[src/rtl/mac_seq_ctrl_if.sv]
// Job/operand handshake and DSP enable bundle between array control and one mac_seq_ctrl.
// The timeout qualifier exists only when MAC_SEQ_TIMEOUT_EN is defined.
interface mac_seq_ctrl_if #(
    parameter int unsigned LEN_W = 8
);
    logic             start;
    logic             start_ready;
    logic [LEN_W-1:0] len;
    logic             op_valid;
    logic             op_ready;
    logic             aen;
    logic             ben;
    logic             men;
    logic             sen;
    logic             sreset;
    logic             busy;
    logic             done;
`ifdef MAC_SEQ_TIMEOUT_EN
    logic             timeout;
`endif

    modport master (
        output start, len, op_valid,
        input  start_ready, op_ready, aen, ben, men, sen, sreset, busy, done
`ifdef MAC_SEQ_TIMEOUT_EN
        , timeout
`endif
    );

    modport slave (
        input  start, len, op_valid,
        output start_ready, op_ready, aen, ben, men, sen, sreset, busy, done
`ifdef MAC_SEQ_TIMEOUT_EN
        , timeout
`endif
    );
endinterface

[src/rtl/mac_seq_ctrl.sv]
// Sequencer driving the enables of one MAC DSP element through its three register stages.
// Optional stall timeout / abort path enabled by defining MAC_SEQ_TIMEOUT_EN.
module mac_seq_ctrl #(
    parameter int unsigned LEN_W = 8
`ifdef MAC_SEQ_TIMEOUT_EN
    ,
    parameter int unsigned TIMEOUT_CYCLES = 64
`endif
) (
    input  logic           clk,
    input  logic           rst_n,
    mac_seq_ctrl_if.slave  bus
);

`ifdef MAC_SEQ_TIMEOUT_EN
    localparam int unsigned STALL_W = $clog2(TIMEOUT_CYCLES + 1);
`endif

    typedef enum logic [1:0] {
        IDLE  = 2'd0,
        RUN   = 2'd1,
        DRAIN = 2'd2
`ifdef MAC_SEQ_TIMEOUT_EN
        ,
        ABORT = 2'd3
`endif
    } state_t;

    state_t           state_q, state_d;
    logic [LEN_W-1:0] remaining_q, remaining_d;
    logic             v2_q, v2_d;
    logic             l2_q, l2_d;
    logic             sen_q, sen_d;
    logic             sreset_q, sreset_d;
    logic             done_q, done_d;
    logic             start_ready_q, start_ready_d;
    logic             busy_q, busy_d;
    logic             issue;
`ifdef MAC_SEQ_TIMEOUT_EN
    logic [STALL_W-1:0] stall_q, stall_d;
    logic               timeout_q, timeout_d;
`endif

    // A term is issued whenever the feeder presents operands while running.
    assign issue = bus.op_valid & (state_q == RUN);

    always_comb begin
        state_d     = state_q;
        remaining_d = remaining_q;
        v2_d        = issue;
        l2_d        = issue & (remaining_q == LEN_W'(1));
        sen_d       = v2_q & ~l2_q;
        sreset_d    = v2_q & l2_q;
        done_d      = 1'b0;
`ifdef MAC_SEQ_TIMEOUT_EN
        stall_d     = '0;
        timeout_d   = 1'b0;
`endif
        case (state_q)
            IDLE: begin
                if (bus.start) begin
                    if (bus.len != '0) begin
                        remaining_d = bus.len;
                        state_d     = RUN;
                    end else begin
                        done_d = 1'b1;
                    end
                end
            end
            RUN: begin
                if (issue) begin
                    remaining_d = remaining_q - LEN_W'(1);
                    if (remaining_q == LEN_W'(1)) begin
                        state_d = DRAIN;
                    end
                end
`ifdef MAC_SEQ_TIMEOUT_EN
                else begin
                    stall_d = stall_q + STALL_W'(1);
                    if (stall_q == STALL_W'(TIMEOUT_CYCLES - 1)) begin
                        state_d = ABORT;
                    end
                end
`endif
            end
            DRAIN: begin
                if (sreset_q) begin
                    state_d = IDLE;
                    done_d  = 1'b1;
                end
            end
`ifdef MAC_SEQ_TIMEOUT_EN
            // Let in-flight terms settle, then flush the accumulator once.
            ABORT: begin
                if (sreset_q) begin
                    state_d   = IDLE;
                    done_d    = 1'b1;
                    timeout_d = 1'b1;
                end else if (!v2_q && !sen_q) begin
                    sreset_d = 1'b1;
                end
            end
`endif
            default: state_d = IDLE;
        endcase
        start_ready_d = (state_d == IDLE);
        busy_d        = (state_d != IDLE);
    end

    always_ff @(posedge clk or negedge rst_n) begin
        if (!rst_n) begin
            state_q       <= IDLE;
            remaining_q   <= '0;
            v2_q          <= 1'b0;
            l2_q          <= 1'b0;
            sen_q         <= 1'b0;
            sreset_q      <= 1'b0;
            done_q        <= 1'b0;
            start_ready_q <= 1'b1;
            busy_q        <= 1'b0;
`ifdef MAC_SEQ_TIMEOUT_EN
            stall_q       <= '0;
            timeout_q     <= 1'b0;
`endif
        end else begin
            state_q       <= state_d;
            remaining_q   <= remaining_d;
            v2_q          <= v2_d;
            l2_q          <= l2_d;
            sen_q         <= sen_d;
            sreset_q      <= sreset_d;
            done_q        <= done_d;
            start_ready_q <= start_ready_d;
            busy_q        <= busy_d;
`ifdef MAC_SEQ_TIMEOUT_EN
            stall_q       <= stall_d;
            timeout_q     <= timeout_d;
`endif
        end
    end

    assign bus.op_ready    = (state_q == RUN);
    assign bus.aen         = issue;
    assign bus.ben         = issue;
    assign bus.men         = v2_q;
    assign bus.sen         = sen_q;
    assign bus.sreset      = sreset_q;
    assign bus.done        = done_q;
    assign bus.start_ready = start_ready_q;
    assign bus.busy        = busy_q;
`ifdef MAC_SEQ_TIMEOUT_EN
    assign bus.timeout     = timeout_q;
`endif

endmodule

[src/flat_wrapper.sv]
// flat-port wrapper written by rule: the top's interface ports become plain ports
module mac_seq_ctrl_flat 
#(
    parameter int unsigned LEN_W = 8

)
  (clk, rst_n, bus_start, bus_len, bus_op_valid, bus_start_ready, bus_op_ready, bus_aen, bus_ben, bus_men, bus_sen, bus_sreset, bus_busy, bus_done);
  mac_seq_ctrl_if #(.LEN_W(LEN_W)) bus_i ();
  input  logic clk;
  input  logic rst_n;
  input wire logic [$bits(bus_i.start)-1:0] bus_start;
  input wire logic [$bits(bus_i.len)-1:0] bus_len;
  input wire logic [$bits(bus_i.op_valid)-1:0] bus_op_valid;
  output wire logic [$bits(bus_i.start_ready)-1:0] bus_start_ready;
  output wire logic [$bits(bus_i.op_ready)-1:0] bus_op_ready;
  output wire logic [$bits(bus_i.aen)-1:0] bus_aen;
  output wire logic [$bits(bus_i.ben)-1:0] bus_ben;
  output wire logic [$bits(bus_i.men)-1:0] bus_men;
  output wire logic [$bits(bus_i.sen)-1:0] bus_sen;
  output wire logic [$bits(bus_i.sreset)-1:0] bus_sreset;
  output wire logic [$bits(bus_i.busy)-1:0] bus_busy;
  output wire logic [$bits(bus_i.done)-1:0] bus_done;
  assign bus_i.start = bus_start;
  assign bus_i.len = bus_len;
  assign bus_i.op_valid = bus_op_valid;
  assign bus_start_ready = bus_i.start_ready;
  assign bus_op_ready = bus_i.op_ready;
  assign bus_aen = bus_i.aen;
  assign bus_ben = bus_i.ben;
  assign bus_men = bus_i.men;
  assign bus_sen = bus_i.sen;
  assign bus_sreset = bus_i.sreset;
  assign bus_busy = bus_i.busy;
  assign bus_done = bus_i.done;
  mac_seq_ctrl #(.LEN_W(LEN_W)) u_core (.clk(clk), .rst_n(rst_n), .bus(bus_i));
endmodule
[config.mk]
export PLATFORM = sky130hd
export DESIGN_NAME = mac_seq_ctrl_flat
export DESIGN_NICKNAME = d
export VERILOG_FILES = /design/src/rtl/mac_seq_ctrl_if.sv /design/src/rtl/mac_seq_ctrl.sv /design/src/flat_wrapper.sv
export SDC_FILE = /design/constraint.sdc
export NUM_CORES = 1
export LEC_CHECK = 0
export ABC_AREA = 1
export CAP_MARGIN = 20
export CORE_ASPECT_RATIO = 0.75
export CORE_MARGIN = 2
export CORE_UTILIZATION = 53
export DETAILED_ROUTE_END_ITERATION = 7
export MAX_ROUTING_LAYER = met4
export PLACE_DENSITY = 0.88
export SLEW_MARGIN = 10
export SYNTH_ARGS = -nofsm -noshare
export SYNTH_HDL_FRONTEND = slang
export SYNTH_SLANG_ARGS = --single-unit
[constraint.sdc]
create_clock -name clk -period 2.4 [get_ports clk]
set_clock_uncertainty 0.1 [all_clocks]
set_input_delay 0.36 -clock clk [delete_from_list [all_inputs] [get_ports clk]]
set_output_delay 0.36 -clock clk [all_outputs]
set_load 0.005 [all_outputs]
# ---- Yosys cells after proc, flatten, opt, wreduce, memory -nomap -nowiden
# Cells that the tools add are included.
dict set report classes {
  addsub 1
  eq_ne 6
  mux 14
  bitwise 5
  n_reduce_logical 6
}
# op n
set op_table {}
lappend op_table {{$mux W8} 3}
lappend op_table {{$pmux W8 S2} 1}
lappend op_table {{$mux W2} 5}
lappend op_table {{$eq A8 B1 Y1 const B} 1}
lappend op_table {{$reduce_bool A8 Y1} 1}
lappend op_table {{$sub A8 B1 Y8 const B} 1}
lappend op_table {{$pmux W2 S3} 1}
lappend op_table {{$and A1 B1 Y1} 4}
lappend op_table {{$logic_not A2 Y1} 2}
lappend op_table {{$ne A2 B1 Y1 const B} 2}
lappend op_table {{$reduce_and A4 Y1} 1}
lappend op_table {{$reduce_bool A2 Y1} 2}
lappend op_table {{$mux W1} 3}
lappend op_table {{$eq A2 B1 Y1 const B} 1}
lappend op_table {{$eq A2 B2 Y1 const B} 1}
lappend op_table {{$ne A2 B2 Y1 const B} 1}
lappend op_table {{$pmux W1 S2} 1}
lappend op_table {{$not A1 Y1} 1}
dict set report word_totals {
  regBits 17
  input_bits 12
  elab_cells 41
}

# ---- Logic depth before layout (Yosys ltp)
dict set report depth {
  ltp_word 5
  depth_mapped 9
  depth_no_buf 8
}

# ---- Worst setup path after synthesis
# OpenSTA, ideal clock, no wires.
dict set report synth_path {
  path_type {reg2out}
  startpoint {register u_core.state_q[1]}
  endpoint {output port bus_ben}
  t_arrival_ps 933
  slack_ps 1007
  path_stages_with_launch 5
  path_buffers 1
  cell_sequence {dfrtp_1 nor2_2 nand2_2 inv_2 buf_4}
}
dict set report synth_between {
  elab_chain_cells 2
}
# item line
set synth_rtl {}
lappend synth_rtl {{start: declaration} mac_seq_ctrl.sv:29} ;# state_t state_q, state_d;
lappend synth_rtl {{start signal: assignment} mac_seq_ctrl.sv:126} ;# state_q <= state_d;
lappend synth_rtl {{$eq A2 B1 Y1} mac_seq_ctrl.sv:45} ;# assign issue = bus.op_valid & (state_q == RUN);
lappend synth_rtl {{$and A1 B1 Y1} mac_seq_ctrl.sv:45}
lappend synth_rtl {{end: declaration} flat_wrapper.sv:17} ;# output wire logic [$bits(bus_i.ben)-1:0] bus_ben;
# Every way passes these cells.

# ---- Worst setup path in the final report
dict set report layout_path {
  startpoint {register u_core.state_q[1]}
  endpoint {output port bus_op_ready}
}
dict set report layout_between {
  elab_chain_cells 1
}
# item line
set layout_rtl {}
lappend layout_rtl {{$eq A2 B1 Y1} mac_seq_ctrl.sv:142} ;# assign bus.op_ready = (state_q == RUN);
lappend layout_rtl {{end: declaration} flat_wrapper.sv:15} ;# output wire logic [$bits(bus_i.op_ready)-1:0] bus_op_ready;
# Every way passes these cells.

==> reports/results.env <==
WORSTPATHMAXFANOUT=9
COUNT_OF_WARNINGS_EMITTED_BY_YOSYS=0
TIMING.CRITICAL_PATH.FROM_TYPE='register'
CLK-INSERTION-DELAY-LATE_NS=0.29
OVERFLOW=0
TOTAL_VIAS_IN_THE_FINAL_ROUTE=955
REPORT.FINAL.SETUP_VIOL=0
MIN_PERIOD_NS=2.12
GRT_SETUP_UNREPAIRED='no'
SHARE_OF_LAYOUT_CELLS_ABOVE_DRIVE_STRENGTH_1=0.100
TIMING.HOLD.WORST_ENDPOINT='u_core.bus.sen'
PEAKVDDDROP_uV=284
SYNTH_TOP_AREA_CELL='sky130_fd_sc_hd__dfrtp_1'
STD_CELL_CORE_AREA_UM2=1740
CTSLONGESTPATHBUFFERS=2
POSTLAYOUTSETUPSLACKWORST_NS=0.282
R2R_CELL_COUNT=7
TIMING.SETUP.CRITICAL_PATH_CLASS='register to output port'
FIN_NETS=175
POWER_FRAC_COMB=0.074
NFILLCELLS=147
DRV_SLEW=0
CTS_TREE='done'
GROUTE.USAGE.OVERALL=0.241
FINAL_WEIGHTED_CONGESTION_IN_ROUTABILITY_DRIVEN_PLACEMENT=0.914
P_LEAK_nW=0.628
WORST_EP_REQUIRED_TIME_NS=1.94
TIMING.HOLD.WORST.START='u_core.l2_q'
DIE_AREA_UM2=2230
DIEHEIGHT_UM=41.4
PLACE.PORT_BUFFERS=20
P_PER_AREA_nW_PER_UM2=381
CP_CELL_SEQUENCE='nor2_2 -> buf_4 -> clkdlybuf4s50_1'
SWITCHING_POWER_uW=103
GRT_START_MAX_NET_PINS=18
SEQ_AREA_FRAC_SYNTH=0.432
OUTCOME='completed'
SLOWEST_STAGE_DELAY_ON_CRITICAL_PATH_NS=0.50
PLACED_WIRE_LENGTH_ESTIMATE_AFTER_DETAILED_PLACEMENT_MM=1.81
CTSHOLDBUFFERS=0
CTS.REPAIR.RESIZED=0
GRT_PASS1_WL_MM=3.84
DIE_WIDTH_UM=53.9
CRIT-REG2REG-LAUNCH='u_core.state_q[1]'
CRITPATHCAPTURETYPE='output port'
FIRST_ITER_VIOLATIONS=35
NUM_CLOCK_SINKS=17
MIN_PATH_CELLS=1
SYNTH.NET_COUNT=150
FINAL_ANTENNA_NET_COUNT=0
SYN_AVG_CELL_AREA_UM2=7.27
DETAIL_ROUTE.WIRELENGTH_MM=2.34
HTREE_NUM_LEVELS=1
MAX_CAP_VIOL_COUNT=0
SYNTH_TOP_CELLS_BY_AREA='sky130_fd_sc_hd__dfrtp_1 41%, sky130_fd_sc_hd__nand2_1 16%, sky130_fd_sc_hd__nand3_1 9.6%, sky130_fd_sc_hd__inv_1 6.8%, sky130_fd_sc_hd__nor2_1 4.9%'
CLOCK_ROOT_BUFFER='sky130_fd_sc_hd__clkbuf_4'
TOTALNEGATIVESETUPSLACK_NS=0
DETAILEDROUTE.FIRSTPASSITERATIONCOUNT=4
TIMING.FINAL.CRIT_SHARE=0.883
WORST-ENDPOINT-ARRIVAL_NS=1.66
ROUTE.DETAILED.WL_PER_INST_UM=12.8
DIODES=0
WORSTREG2REGEND='u_core.remaining_q[1]'
NUM_ROWS=13
CLOCK.FMAX_GHz=0.472
ROUTE.DETAILED.VIAS_PER_INST=5.25
SYNTH_TOP_AREA_FRAC=0.405
YOSYS.CELL_TYPES.COUNT=22
GRT_ANTENNA_BEFORE_REPAIR=0
P_SW_FRAC=0.218
FLOORPLAN.INITIALDENSITY=0.568
HOLD_VIOLATIONS=0
P_INT_uW=370
POST_SYNTH_INSTANCE_AREA_UM2=988
NUMBER_OF_CLOCK_BUFFERS_INSERTED_BY_TRITONCTS=3
DRC_ERRORS=0
SYN_INST=136
WORST_SLEW_PIN_SLEW_NS=0.761
FLOW.AREA_GROWTH_FROM_SYNTHESIS_PCT=25.6
CPMAXSTAGEDELAYCELL='sky130_fd_sc_hd__clkdlybuf4s50_1'
WORST_SETUP_HOLD_PATH_CLK_SLEW_NS=0.10
SLEW_HEADROOM=0.491
DP_WORST_SETUP_SLACK_NS=0.431
CTS_SETUP_BUFFERS=0
FIN_HOLD_WS_NS=0.332
TIMING.HOLD.WORST.CLASS='register to register'
YS_SEQ_ELEMENTS=17
SEQ_POWER_SHARE=0.605
IO-PIN-COUNT=21
POWER.SHARE.CLOCK=0.321
SETUP.REG_TO_REG.WORST_SLACK_NS=0.86
NUMBER_OF_GLOBAL_ROUTE_VIAS_BEFORE_REPAIR=916
==> cell usage after synthesis <==
| cell type | instances |
|---|---|
| sky130_fd_sc_hd__o21ai_0 | 7 |
| sky130_fd_sc_hd__nand2_8 | 1 |
| sky130_fd_sc_hd__inv_2 | 3 |
| sky130_fd_sc_hd__buf_2 | 1 |
| sky130_fd_sc_hd__or2_1 | 1 |
| sky130_fd_sc_hd__dfstp_2 | 1 |
| sky130_fd_sc_hd__nor2_4 | 1 |
| sky130_fd_sc_hd__dfrtp_1 | 16 |
| sky130_fd_sc_hd__ha_1 | 2 |
| sky130_fd_sc_hd__nand2_2 | 1 |
| sky130_fd_sc_hd__nand2_1 | 41 |
| sky130_fd_sc_hd__nor2_1 | 13 |
| sky130_fd_sc_hd__nand4_1 | 2 |
| sky130_fd_sc_hd__buf_4 | 1 |
| sky130_fd_sc_hd__nand2_4 | 1 |
| sky130_fd_sc_hd__o31ai_1 | 1 |
| sky130_fd_sc_hd__clkinv_1 | 1 |
| sky130_fd_sc_hd__inv_1 | 18 |
| sky130_fd_sc_hd__buf_6 | 1 |
| sky130_fd_sc_hd__o21ai_1 | 2 |
| sky130_fd_sc_hd__nand3_1 | 19 |
| sky130_fd_sc_hd__nor2_2 | 2 |
==> sequential cells by signal (all words and copies together), names as in the netlist <==
signal                  flops
u_core.bus.sreset           1
u_core.bus.start_ready      1
u_core.bus.men              1
u_core.bus.sen              1
u_core.l2_q                 1
u_core.bus.busy             1
u_core.bus.done             1
u_core.remaining_q          8
u_core.state_q              2
==> through the flow <==
step                      instance area (µm²)  utilization  power [mW]  std cells
after floorplan                           988            -       0.300        136
after global placement                   1210        0.698       0.326        178
after detailed placement                 1210        0.698       0.326        178
after CTS                                1240        0.713       0.477        182
after global routing                     1240        0.713       0.496        182
final                                    1240        0.713       0.473        182
==> power groups by stage <==
| stage | registers [mW] | logic [mW] | clock network, mW |
|---|---|---|---|
| 6_report | 0.286 | 0.0350 | 0.152 |
| 5_1_grt | 0.286 | 0.0386 | 0.171 |
| 4_1_cts | 0.286 | 0.0352 | 0.156 |
| 3_5_place_dp | 0.292 | 0.0346 | 0 |
| 3_3_place_gp | 0.292 | 0.0339 | 0 |
| 2_1_floorplan | 0.292 | 0.00757 | 0 |
==> per-layer routing <==
layer,up-vias,share of wire,GRT usage
met1,451,0.45,0.296
met5,-,0,-
met3,0,0.052,0.0755
met4,0,0,0.0359
met2,34,0.50,0.393
li1,470,-,-
==> how the worst max path moves through the flow <==
stage / from / to / slack, ns
6_report: u_core.state_q[1] / bus_op_ready / 0.28
5_1_grt: u_core.state_q[1] / bus_op_ready / 0.22
3_5_place_dp: bus_op_valid / bus_aen / 0.43
2_1_floorplan: u_core.state_q[1] / bus_ben / 1.01
4_1_cts: u_core.state_q[1] / bus_op_ready / 0.28
3_3_place_gp: bus_op_valid / bus_ben / 0.45
==> logic make-up (layout without fill, tap and decap cells) <==
group	after synthesis	after routing	synth area share
AOI/OAI and AO/OA	10	10	0.0532
adders and majority gates	2	2	0.0253
buffers and inverters	25	49	0.108
DFF	17	17	0.432
and+or+nand+nor	82	82	0.382
==> final cells by class <==
class	instances	area, µm²	share of cell area
Tap cell	22	27.5	0.0222
Timing Repair Buffer	23	223	0.179
Multi-Input combinational cell	94	455	0.367
Sequential cell	17	427	0.344
Inverter	22	82.6	0.0665
Clock buffer	4	26.3	0.0212
==> layout by cell type, fill, tap and decap left out <==
cell                               n
sky130_fd_sc_hd__nand2_1          41
sky130_fd_sc_hd__clkdlybuf4s50_1  20
sky130_fd_sc_hd__nand3_1          19
sky130_fd_sc_hd__inv_1            18
sky130_fd_sc_hd__dfrtp_1          16
sky130_fd_sc_hd__nor2_1           13
sky130_fd_sc_hd__o21ai_0           7
sky130_fd_sc_hd__inv_2             3
sky130_fd_sc_hd__clkbuf_4          3
sky130_fd_sc_hd__buf_4             3
sky130_fd_sc_hd__nor2_2            2
sky130_fd_sc_hd__nand4_1           2
sky130_fd_sc_hd__o21ai_1           2
sky130_fd_sc_hd__ha_1              2
sky130_fd_sc_hd__clkinv_1          1
sky130_fd_sc_hd__or2_1             1
sky130_fd_sc_hd__nand2_4           1
sky130_fd_sc_hd__nor2_4            1
sky130_fd_sc_hd__nand2_2           1
sky130_fd_sc_hd__o31ai_1           1
sky130_fd_sc_hd__nand2_8           1
sky130_fd_sc_hd__clkbuf_1          1
sky130_fd_sc_hd__dfstp_2           1
==> critical path, delay by kind of cell (launching register included) <==
| kind | cells | cell delay, ns |
|---|---|---|
| AND/OR/NAND/NOR | 1 | 0.23 |
| flip-flops | 1 | 0.43 |
| buffers and inverters | 2 | 0.70 |
No activity file was read; power rests on OpenSTA's default activity.
